**config.mk**
```make
export PLATFORM = sky130hd
export DESIGN_NAME = cache_axi_read_arbiter
export DESIGN_NICKNAME = d
export VERILOG_FILES = /design/src/rtl/cache_axi_read_arbiter.sv
export SDC_FILE = /design/constraint.sdc
export NUM_CORES = 1
export LEC_CHECK = 0
export ABC_CLOCK_PERIOD_IN_PS = 2100
export BUFFER_PORTS_ARGS = -buffer_cell sky130_fd_sc_hd__buf_2
export CAP_MARGIN = 20
export CORE_AREA = 2 2 262 264
export CTS_BUF_LIST = sky130_fd_sc_hd__clkbuf_2 sky130_fd_sc_hd__clkbuf_4 sky130_fd_sc_hd__clkbuf_8
export DETAILED_ROUTE_END_ITERATION = 10
export DIE_AREA = 0 0 264 266
export RECOVER_POWER = 100
export SLEW_MARGIN = 5
export SYNTH_ARGS = -nofsm -noshare
export SYNTH_HDL_FRONTEND = slang
export SYNTH_SLANG_ARGS = --single-unit
```
**constraint.sdc**
```tcl
create_clock -name clk -period 2.1 [get_ports clk]
set_clock_uncertainty 0.05 [all_clocks]
set_input_delay 0.105 -clock clk [delete_from_list [all_inputs] [get_ports clk]]
set_output_delay 0.105 -clock clk [all_outputs]
set_load 0.01 [all_outputs]
```
**src/rtl/cache_axi_read_arbiter.sv**
```systemverilog
// cache_axi_read_arbiter: shares one AXI4 read channel between the ICache and
// DCache refill ports, issuing one LINE_WORDS-beat INCR burst per grant and
// returning the assembled line as a one-cycle valid pulse to the winner.
// Build option: define ARB_ROUND_ROBIN_EN for round-robin tie breaking;
// otherwise the DCache wins simultaneous requests (fixed priority).
module cache_axi_read_arbiter #(
  parameter int unsigned LINE_WORDS = 8,
  parameter int unsigned ADDR_W     = 32,
  parameter int unsigned ID_W       = 4
) (
  input  logic                       clk,
  input  logic                       rst,
  input  logic                       inst_ren_i,
  input  logic [ADDR_W-1:0]          inst_araddr_i,
  output logic                       inst_rvalid_o,
  output logic [32*LINE_WORDS-1:0]   inst_rdata_o,
  input  logic                       data_ren_i,
  input  logic [ADDR_W-1:0]          data_araddr_i,
  output logic                       data_rvalid_o,
  output logic [32*LINE_WORDS-1:0]   data_rdata_o,
  output logic [ID_W-1:0]            arid,
  output logic [ADDR_W-1:0]          araddr,
  output logic [7:0]                 arlen,
  output logic [2:0]                 arsize,
  output logic [1:0]                 arburst,
  output logic                       arvalid,
  input  logic                       arready,
  input  logic [31:0]                rdata,
  input  logic [1:0]                 rresp,
  input  logic                       rlast,
  input  logic                       rvalid,
  output logic                       rready,
  output logic                       busy_o,
  output logic                       bus_err_o
);

  localparam int unsigned WORD_W     = 32;
  localparam int unsigned BEAT_W     = $clog2(LINE_WORDS);
  localparam int unsigned LINE_BYTES = LINE_WORDS * (WORD_W / 8);

  typedef enum logic [1:0] {
    S_IDLE = 2'd0,
    S_AR   = 2'd1,
    S_R    = 2'd2,
    S_DONE = 2'd3
  } state_e;

  state_e                               state_q, state_d;
  logic                                 grant_q;
  logic                                 grant_c;
  logic                                 req_c;
  logic [ADDR_W-1:0]                    win_addr_c;
  logic [BEAT_W-1:0]                    beat_q;
  logic                                 last_beat_c;
  logic                                 beat_fire_c;
  logic [LINE_WORDS-1:0][WORD_W-1:0]    line_q;

  // Fixed burst shape: LINE_WORDS beats of 4 bytes, incrementing
  assign arlen   = 8'(LINE_WORDS - 1);
  assign arsize  = 3'b010;
  assign arburst = 2'b01;

  // Both caches see the same line buffer; only the rvalid pulse is steered
  assign inst_rdata_o = line_q;
  assign data_rdata_o = line_q;

  assign req_c       = inst_ren_i | data_ren_i;
  assign last_beat_c = (beat_q == BEAT_W'(LINE_WORDS - 1));
  assign beat_fire_c = (state_q == S_R) && rvalid;

  // Grant selection; grant_q doubles as last_grant for round robin
  always_comb begin
    grant_c = data_ren_i;
`ifdef ARB_ROUND_ROBIN_EN
    if (inst_ren_i && data_ren_i) begin
      grant_c = ~grant_q;
    end
`endif
    win_addr_c = grant_c ? data_araddr_i : inst_araddr_i;
  end

  // State register
  always_ff @(posedge clk) begin
    if (rst) begin
      state_q <= S_IDLE;
    end else begin
      state_q <= state_d;
    end
  end

  // Next-state decode; arvalid/rready come straight from the state
  always_comb begin
    state_d = state_q;
    arvalid = 1'b0;
    rready  = 1'b0;
    case (state_q)
      S_IDLE: begin
        if (req_c) state_d = S_AR;
      end
      S_AR: begin
        arvalid = 1'b1;
        if (arready) state_d = S_R;
      end
      S_R: begin
        rready = 1'b1;
        if (rvalid && last_beat_c) state_d = S_DONE;
      end
      S_DONE: begin
        state_d = S_IDLE;
      end
      default: begin
        state_d = S_IDLE;
      end
    endcase
  end

  // Request latch, beat assembly, status and response pulses
  always_ff @(posedge clk) begin
    if (rst) begin
      grant_q       <= 1'b1;
      araddr        <= '0;
      arid          <= '0;
      beat_q        <= '0;
      line_q        <= '0;
      inst_rvalid_o <= 1'b0;
      data_rvalid_o <= 1'b0;
      busy_o        <= 1'b0;
      bus_err_o     <= 1'b0;
    end else begin
      inst_rvalid_o <= (state_d == S_DONE) && !grant_q;
      data_rvalid_o <= (state_d == S_DONE) &&  grant_q;
      busy_o        <= (state_d != S_IDLE);
      if (state_q == S_IDLE && req_c) begin
        grant_q <= grant_c;
        araddr  <= win_addr_c & ~ADDR_W'(LINE_BYTES - 1);
        arid    <= ID_W'(grant_c);
      end
      if (state_q == S_AR && arready) begin
        beat_q <= '0;
      end
      if (beat_fire_c) begin
        line_q[beat_q] <= rdata;
        beat_q         <= beat_q + 1'b1;
        // Slave errors and rlast misplacement are flagged but the line still completes
        if ((rresp != 2'b00) || (rlast != last_beat_c)) begin
          bus_err_o <= 1'b1;
        end
      end
    end
  end

endmodule

```
==> impl_summary.txt, run 1 <==
----------------------------------------------------
[Timing]
  Final Cycle Share ... 0.9065
  Relative slew margins ... 0.4676
  Setup total negative slack ... 0 ns
  Highest achievable clock rate ... 0.5253 GHz
  Final Worst Setup Slack ... roughly 0.2 ns
  Period minus WS final ... about 1.9 ns
  Actual slew at the worst max-slew pin ... between 0.7 and 0.8 ns
  Unrepaired setup endpoints after global routing ... no
  Count of final hold-check violations ... 0
  Count of endpoints failing setup in the final report ... 0
  Pins Over Slew Limit ... 0

[Power]
  Leakage power figure ... 0.007699 µW
  Switching share of power ... 0.2395
  Max rail drop VDD ... around 0.49 mV
  Pwr Density ... between 700 and 800 nW/µm²
  Cell-internal power ... between 9000 and 10,000 µW
  Total power draw ... between 10,000 and 15,000 µW
  Sequential Power Share ... 0.451
  Fraction of power consumed by the clock network ... 0.470
  Logic gate share of total power ... 0.079
  Sw Pwr ... between 3000 and 4000 µW

[Detailed routing]
  Total length of routed met3 wires ... about 2300 µm
  Post-detailed-route via-to-cell ratio ... slightly below 4
  Routed length on met1 ... around 21,000 µm
  TritonRoute pass-1 iters ... 4
  Number of remaining DRC errors ... 0
  Total wire length after detailed routing ... 47,060 µm
  Number of vias in the routed layout ... around 11,000
  Highest routed layer ... met4
  Final ANT Viol Nets ... 0
  Met2 Wirelength ... 22,670 µm
  Routed WL per cell ... roughly 17 µm
  Starting DRC count in detailed routing ... roughly 420

[Placed design]
  Post-placement setup slack ... between 0.2 and 0.25 ns
  PortBufs ... 640
  HPWL after detailed placement ... approximately 34,000 µm
  Routability congestion estimate ... roughly 0.79

[Yosys]
  Flip-flop and latch count after synthesis ... roughly 290
  Share of synthesized area occupied by flip-flops and latches ... 0.4253
  Mapped Cells ... 1,351
  Count of warnings emitted by yosys ... 0
  Number of enable flip-flop cells after synthesis ... 0
  Ys flop type ... dfxtp_1
  Post-synth ARST share ... 0
  Mean cell area of the mapped netlist ... 10.24 µm²
  Synth top area share ... 0.4253
  Leading cell types by total area after synthesis ... dfxtp_1 (43%), mux2i_1 (20%), buf_4 (16%)
  Cell type contributing the most total cell area after synthesis ... dfxtp_1
  Synthesized cell area ... ~14,000 µm²
  Count of different cell masters after synthesis ... 35

[Worst setup path]
  Max stage delay on crit path ... 0.48 ns
  Cell Chain, Critical Path ... and3b_1 -> buf_4 -> nand3_1 -> clkbuf_4 -> mux2i_1
  Largest delay share family, worst path ... buffers and inverters
  CP Depth ... 5
  Data required, critical path ... 2.51 ns
  Crit path max fanout ... 13
  Slowest CP cell ... dfxtp_1
  Cell count of the worst reg-to-reg path ... 5
  Worst Setup Start Kind ... register
  Crit Path Category ... register to register
  CP Buf/Inv Count ... 2
  Sort of element at the end of the critical path ... register
  Data arrival, critical path ... 2.32 ns

[GRT]
  Overflow after GRT ... 0
  Via count of the first global-routing pass ... ~9,900
  Maximum number of pins on one net before global-route repair ... 38
  Global-route wire length before repair ... approximately 66,000 µm
  GRT Total Usage ... 0.1254
  Initial antenna violation count ... 1

[Floorplan]
  Height of the die ... ~270 µm
  Core Rows ... 96
  Number of I/O pins ... ~670
  Die area ... 70,220 µm²
  Floorplan Core Area ... 67,750 µm²
  Die X-Extent ... approximately 260 µm
  Starting density of the core ... 0.2043

[Clocking]
  CTS H-tree lvls ... 2
  Clock tree from TritonCTS ... built
  CTS buffer count ... 53
  CTS Sinks ... around 290
  Post_cts resized ... 0
  CTS clock-pin slew for the worst setup and hold paths ... about 0.060 ns
  Clock Tree Root ... clkbuf_8
  Clock network latency to the later pin of the worst-skew pair ... roughly 0.61 ns
  Max Root-Sink Buffers ... 3
  Post-CTS Setup Repair Bufs ... 0

[Cells and area]
  Most frequent cells in the layout ... clkbuf_1 (547), dfxtp_1 (294), nand2b_1 (288)
  Final core utilization ... 0.2549
  Final net count ... ~1,900
  Number of fillers in the final layout ... approximately 7,600
  Share of layout cells above drive strength 1 ... 0.1276
  Synth-to-layout area growth ... 24.80%
  Most common cell after layout, fill and taps aside ... clkbuf_1

[Hold path]
  Hold Path Depth ... 3
  Hold Crit Class ... input pin to register

[Status]
  Outcome ... finished, final reports clean

[Flow run]
  Max-capacitance violation count ... 0

----------------------------------------------------
==> registers in the layout (all words and copies together), names as in the netlist <==
register	count
inst_rvalid_o	1
data_rvalid_o	1
arid	1
busy_o	1
bus_err_o	1
araddr	27
state_q	2
beat_q	3
data_rdata_o	256
grant_q	1
==> cell families after synthesis <==
logic type,Yosys count,share of synthesized area
and+or+nand+nor,320,0.1470
muxes,284,0.2055
other,2,0.0005427
adders and majority gates,2,0.001808
AOI/OAI and AO/OA,63,0.02929
DFF,294,0.4253
buffers and inverters,385,0.1899
xor gates and xnor gates,1,0.0006330
==> layout make-up <==
cell class / instances / area, µm² / area share
Multi-Input combinational cell: 691 / 5399 / 0.3126
Clock inverter: 7 / 115.1 / 0.006665
Tap cell: 882 / 1104 / 0.06390
Antenna cell: 1 / 2.502 / 0.0001449
Timing Repair Buffer: 765 / 3707 / 0.2147
Sequential cell: 294 / 5886 / 0.3408
Clock buffer: 85 / 1057 / 0.06122
==> worst reg2reg max path, stage by stage, from the launching register on <==
cell and delay (ns):
dfxtp_1 0.48, and3b_1 0.38, buf_4 0.20, nand3_1 0.10, clkbuf_4 0.32, mux2i_1 0.23
==> synth_stat cells, types with 2 or more instances <==
master / n
mux2i_1: 283
a211oi_1: 29
a22o_1: 2
nand2b_1: 288
buf_2: 15
nor2b_1: 4
and3_1: 2
buf_6: 6
nor2_1: 6
dfxtp_1: 294
nand3_2: 3
nand2_1: 2
buf_4: 298
buf_1: 30
conb_1: 2
a21oi_1: 28
nand2_2: 3
nor3_1: 2
clkbuf_1: 36
and2_1: 2
ha_1: 2
==> per-layer routing <==
metal	up-vias	global-route usage
met5	-	0
met1	4985	0.1555
li1	5030	-
met3	72	0.02338
met2	423	0.2176
met4	0	0.04238
==> per-stage QoR <==
| step | cell area (µm²) | cells | hold WS [ns] |
|---|---|---|---|
| 2_1_floorplan | 13910 | 1370 | 0.1957 |
| 5_1_grt | 17270 | 2725 | 0.03300 |
| 3_5_place_dp | 16010 | 2548 | 0.3385 |
| 4_1_cts | 18030 | 2724 | 0.01468 |
| 3_3_place_gp | 16010 | 2548 | 0.3371 |
| 6_report | 17270 | 2725 | 0.05890 |
==> power groups by stage <==
stage	Sequential (µW)	Combinational, µW	Clock (µW)
global route	5730	1080	6450
floorplan	5870	524	0
finish	5730	999	5960
detailed placement	5840	898	0
CTS	5730	1040	6170
global placement	5840	897	0
==> what timing repair did <==
action,CTS,global route
setup endpoints to repair,0,0
endpoints found under the hold margin,210,0
hold buffers,84,0
==> worst paths after layout <==
kind	slack (ns)	start	end
max reg2reg	0.20	state_q[1]$_SDFF_PP0_	data_rdata_o[78]$_SDFFE_PP0P_
min	0.06	rdata[18]	data_rdata_o[210]$_SDFFE_PP0P_
max	0.20	state_q[1]$_SDFF_PP0_	data_rdata_o[78]$_SDFFE_PP0P_
min reg2reg	0.41	grant_q$_SDFFE_PP1P_	inst_rvalid_o$_SDFF_PP0_
(Power assumes the default switching activity.)
==> run 2: changes to the inputs <==
- CAP_MARGIN: 20 -> unset
- RECOVER_POWER: 100 -> 25
==> impl_summary.txt, run 2 (synthesis results as in run 1) <==
----------------------------------------------------
[Timing]
  Final Cycle Share ... 0.8889 (-0.01762)
  Pins Over Slew Limit ... 0 (unchanged)
  Setup total negative slack ... 0 ns (unchanged)
  Period minus WS final ... 1.867 ns (-0.03701 ns)
  Relative slew margins ... 0.5140 (+0.04635)
  Count of final hold-check violations ... 0 (unchanged)
  Actual slew at the worst max-slew pin ... 0.7290 ns (-0.06952 ns)
  Count of endpoints failing setup in the final report ... 0 (unchanged)
  Unrepaired setup endpoints after global routing ... no
  Highest achievable clock rate ... 0.5357 GHz (+2.0%)

[Clocking]
  Clock tree from TritonCTS ... built
  CTS H-tree lvls ... 2 (unchanged)
  Clock Tree Root ... clkbuf_8
  CTS Sinks ... 294 (unchanged)
  Clock network latency to the later pin of the worst-skew pair ... 0.61 ns (about the same)
  CTS clock-pin slew for the worst setup and hold paths ... 0.06 ns (about the same)
  Post_cts resized ... 0 (unchanged)
  Max Root-Sink Buffers ... 3 (unchanged)
  CTS buffer count ... 53 (unchanged)

[GRT]
  Global-route wire length before repair ... 65,800 µm (unchanged)
  GRT Total Usage ... 0.1254 (unchanged)
  Overflow after GRT ... 0 (unchanged)
  Initial antenna violation count ... 1 (unchanged)
  Maximum number of pins on one net before global-route repair ... 38 (unchanged)
  Via count of the first global-routing pass ... 9,906 (unchanged)

[Worst setup path]
  Worst Setup Start Kind ... register
  Sort of element at the end of the critical path ... register
  Cell count of the worst reg-to-reg path ... 5 (unchanged)
  Data arrival, critical path ... 2.34 ns (+0.02 ns)
  Data required, critical path ... 2.57 ns (+0.06 ns)
  Crit Path Category ... register to register
  Crit path max fanout ... 10 (-3)

[Cells and area]
  Final net count ... 1,912 (unchanged)
  Area used by multi-input combinational logic ... 5420 µm² (+0.39%)
  Final instance count without filler cells ... 2,725 (unchanged)
  Share of layout cells above drive strength 1 ... 0.3138 (+0.1862)
  Most common cell after layout, fill and taps aside ... buf_2
  Synth-to-layout area growth ... 28.39%
  Largest register FFs ... 256 (unchanged)
  Number of fillers in the final layout ... 7,327 (-3.0%)
  Most frequent cells in the layout ... buf_2 (431), dfxtp_1 (294), nand2b_1 (288)
  Sequential Area ... 5886 µm² (unchanged)

[Floorplan]
  Starting density of the core ... 0.2043 (unchanged)
  Die area ... 70,220 µm² (unchanged)
  Floorplan Core Area ... 67,750 µm² (unchanged)
  Die X-Extent ... 264 µm (unchanged)
  Height of the die ... 266 µm (unchanged)
  Core Rows ... 96 (unchanged)
  Number of I/O pins ... 672 (unchanged)

[Status]
  Outcome ... finished, final reports clean

[Detailed routing]
  Routed WL per cell ... 17.27 µm (about the same)
  Total wire length after detailed routing ... 47,060 µm (about the same)
  TritonRoute pass-1 iters ... 4 (unchanged)
  Number of vias in the routed layout ... 10,490 (-0.16%)
  Post-detailed-route via-to-cell ratio ... 3.851 (-0.16%)
  Starting DRC count in detailed routing ... 411 (-0.96%)
  Final ANT Viol Nets ... 0 (unchanged)
  Number of remaining DRC errors ... 0 (unchanged)

[Power]
  Max rail drop VDD ... 0.4832 mV (-0.83%)
  Pwr Density ... 715.1 nW/µm² (-2.7%)
  Leakage power figure ... 0.009218 µW (+20%)

[Placed design]
  Count of placed standard cells including taps ... 2,548 (unchanged)
  Routability congestion estimate ... 0.7872 (unchanged)
  PortBufs ... 640 (unchanged)
  HPWL after detailed placement ... 33,770 µm (unchanged)

[Flow run]
  Max-capacitance violation count ... 0 (unchanged)

[Hold path]
  Hold Crit Class ... input pin to register
  Hold Path Depth ... 3 (unchanged)

----------------------------------------------------
==> run 2: final cells by class <==
cell class	count	area share
antenna	1	0.0001408
clock buffer	85	0.05951
clock inverter	7	0.006479
multi-input combinational	691	0.3051
sequential	294	0.3313
tap	882	0.06211
timing repair buffer	765	0.2354
==> run 2: repair_timing <==
action                                  in CTS  in global routing
endpoints found under the hold margin      210                  0
buffers inserted                             0                  0
hold buffers                                84                  0
endpoints found under the setup margin       0                  0
==> run 2: critical path, stage by stage (launching register included) <==
cell and delay (ns):
dfxtp_1 0.49, and3b_1 0.38, buf_4 0.22, and3_1 0.16
buf_4 0.23, mux2i_1 0.23
==> run 2: routing by layer <==
layer	GRT usage	vias to the layer above	part of all wire	routed length, µm
li1	-	5040	-	-
met1	0.1555	4948	0.44	20640
met2	0.2176	436	0.48	22690
met3	0.02338	69	0.052	2452
met4	0.04238	0	0.027	1277
met5	0	-	0	0
==> run 2: final timing paths <==
path	from	to	slack (ns)
worst min-delay path	rdata[18]	data_rdata_o[210]$_SDFFE_PP0P_	0.06
worst max-delay path	state_q[1]$_SDFF_PP0_	data_rdata_o[93]$_SDFFE_PP0P_	0.23
worst min register to register	grant_q$_SDFFE_PP1P_	inst_rvalid_o$_SDFF_PP0_	0.41
worst max register to register	state_q[1]$_SDFF_PP0_	data_rdata_o[93]$_SDFFE_PP0P_	0.23
==> run 2: power breakdown <==
group	switching (µW)	total (µW)	internal (µW)
clock network	2440	5960	3530
logic	544	1010	468
registers	60.0	5730	5670
==> run 2: through the flow <==
stage                     setup WS, ns    util  cell area (µm²)  power [µW]  hold slack (ns)
after floorplan                 0.5952       -            13910        6396           0.1957
after global placement          0.2950  0.2364            16010        6740           0.3371
after detailed placement        0.2409  0.2364            16010        6741           0.3385
after CTS                       0.2187  0.2661            18030       12940          0.01468
after global routing            0.1372  0.2623            17770       13280          0.03243
final                           0.2333  0.2623            17770       12700          0.06102
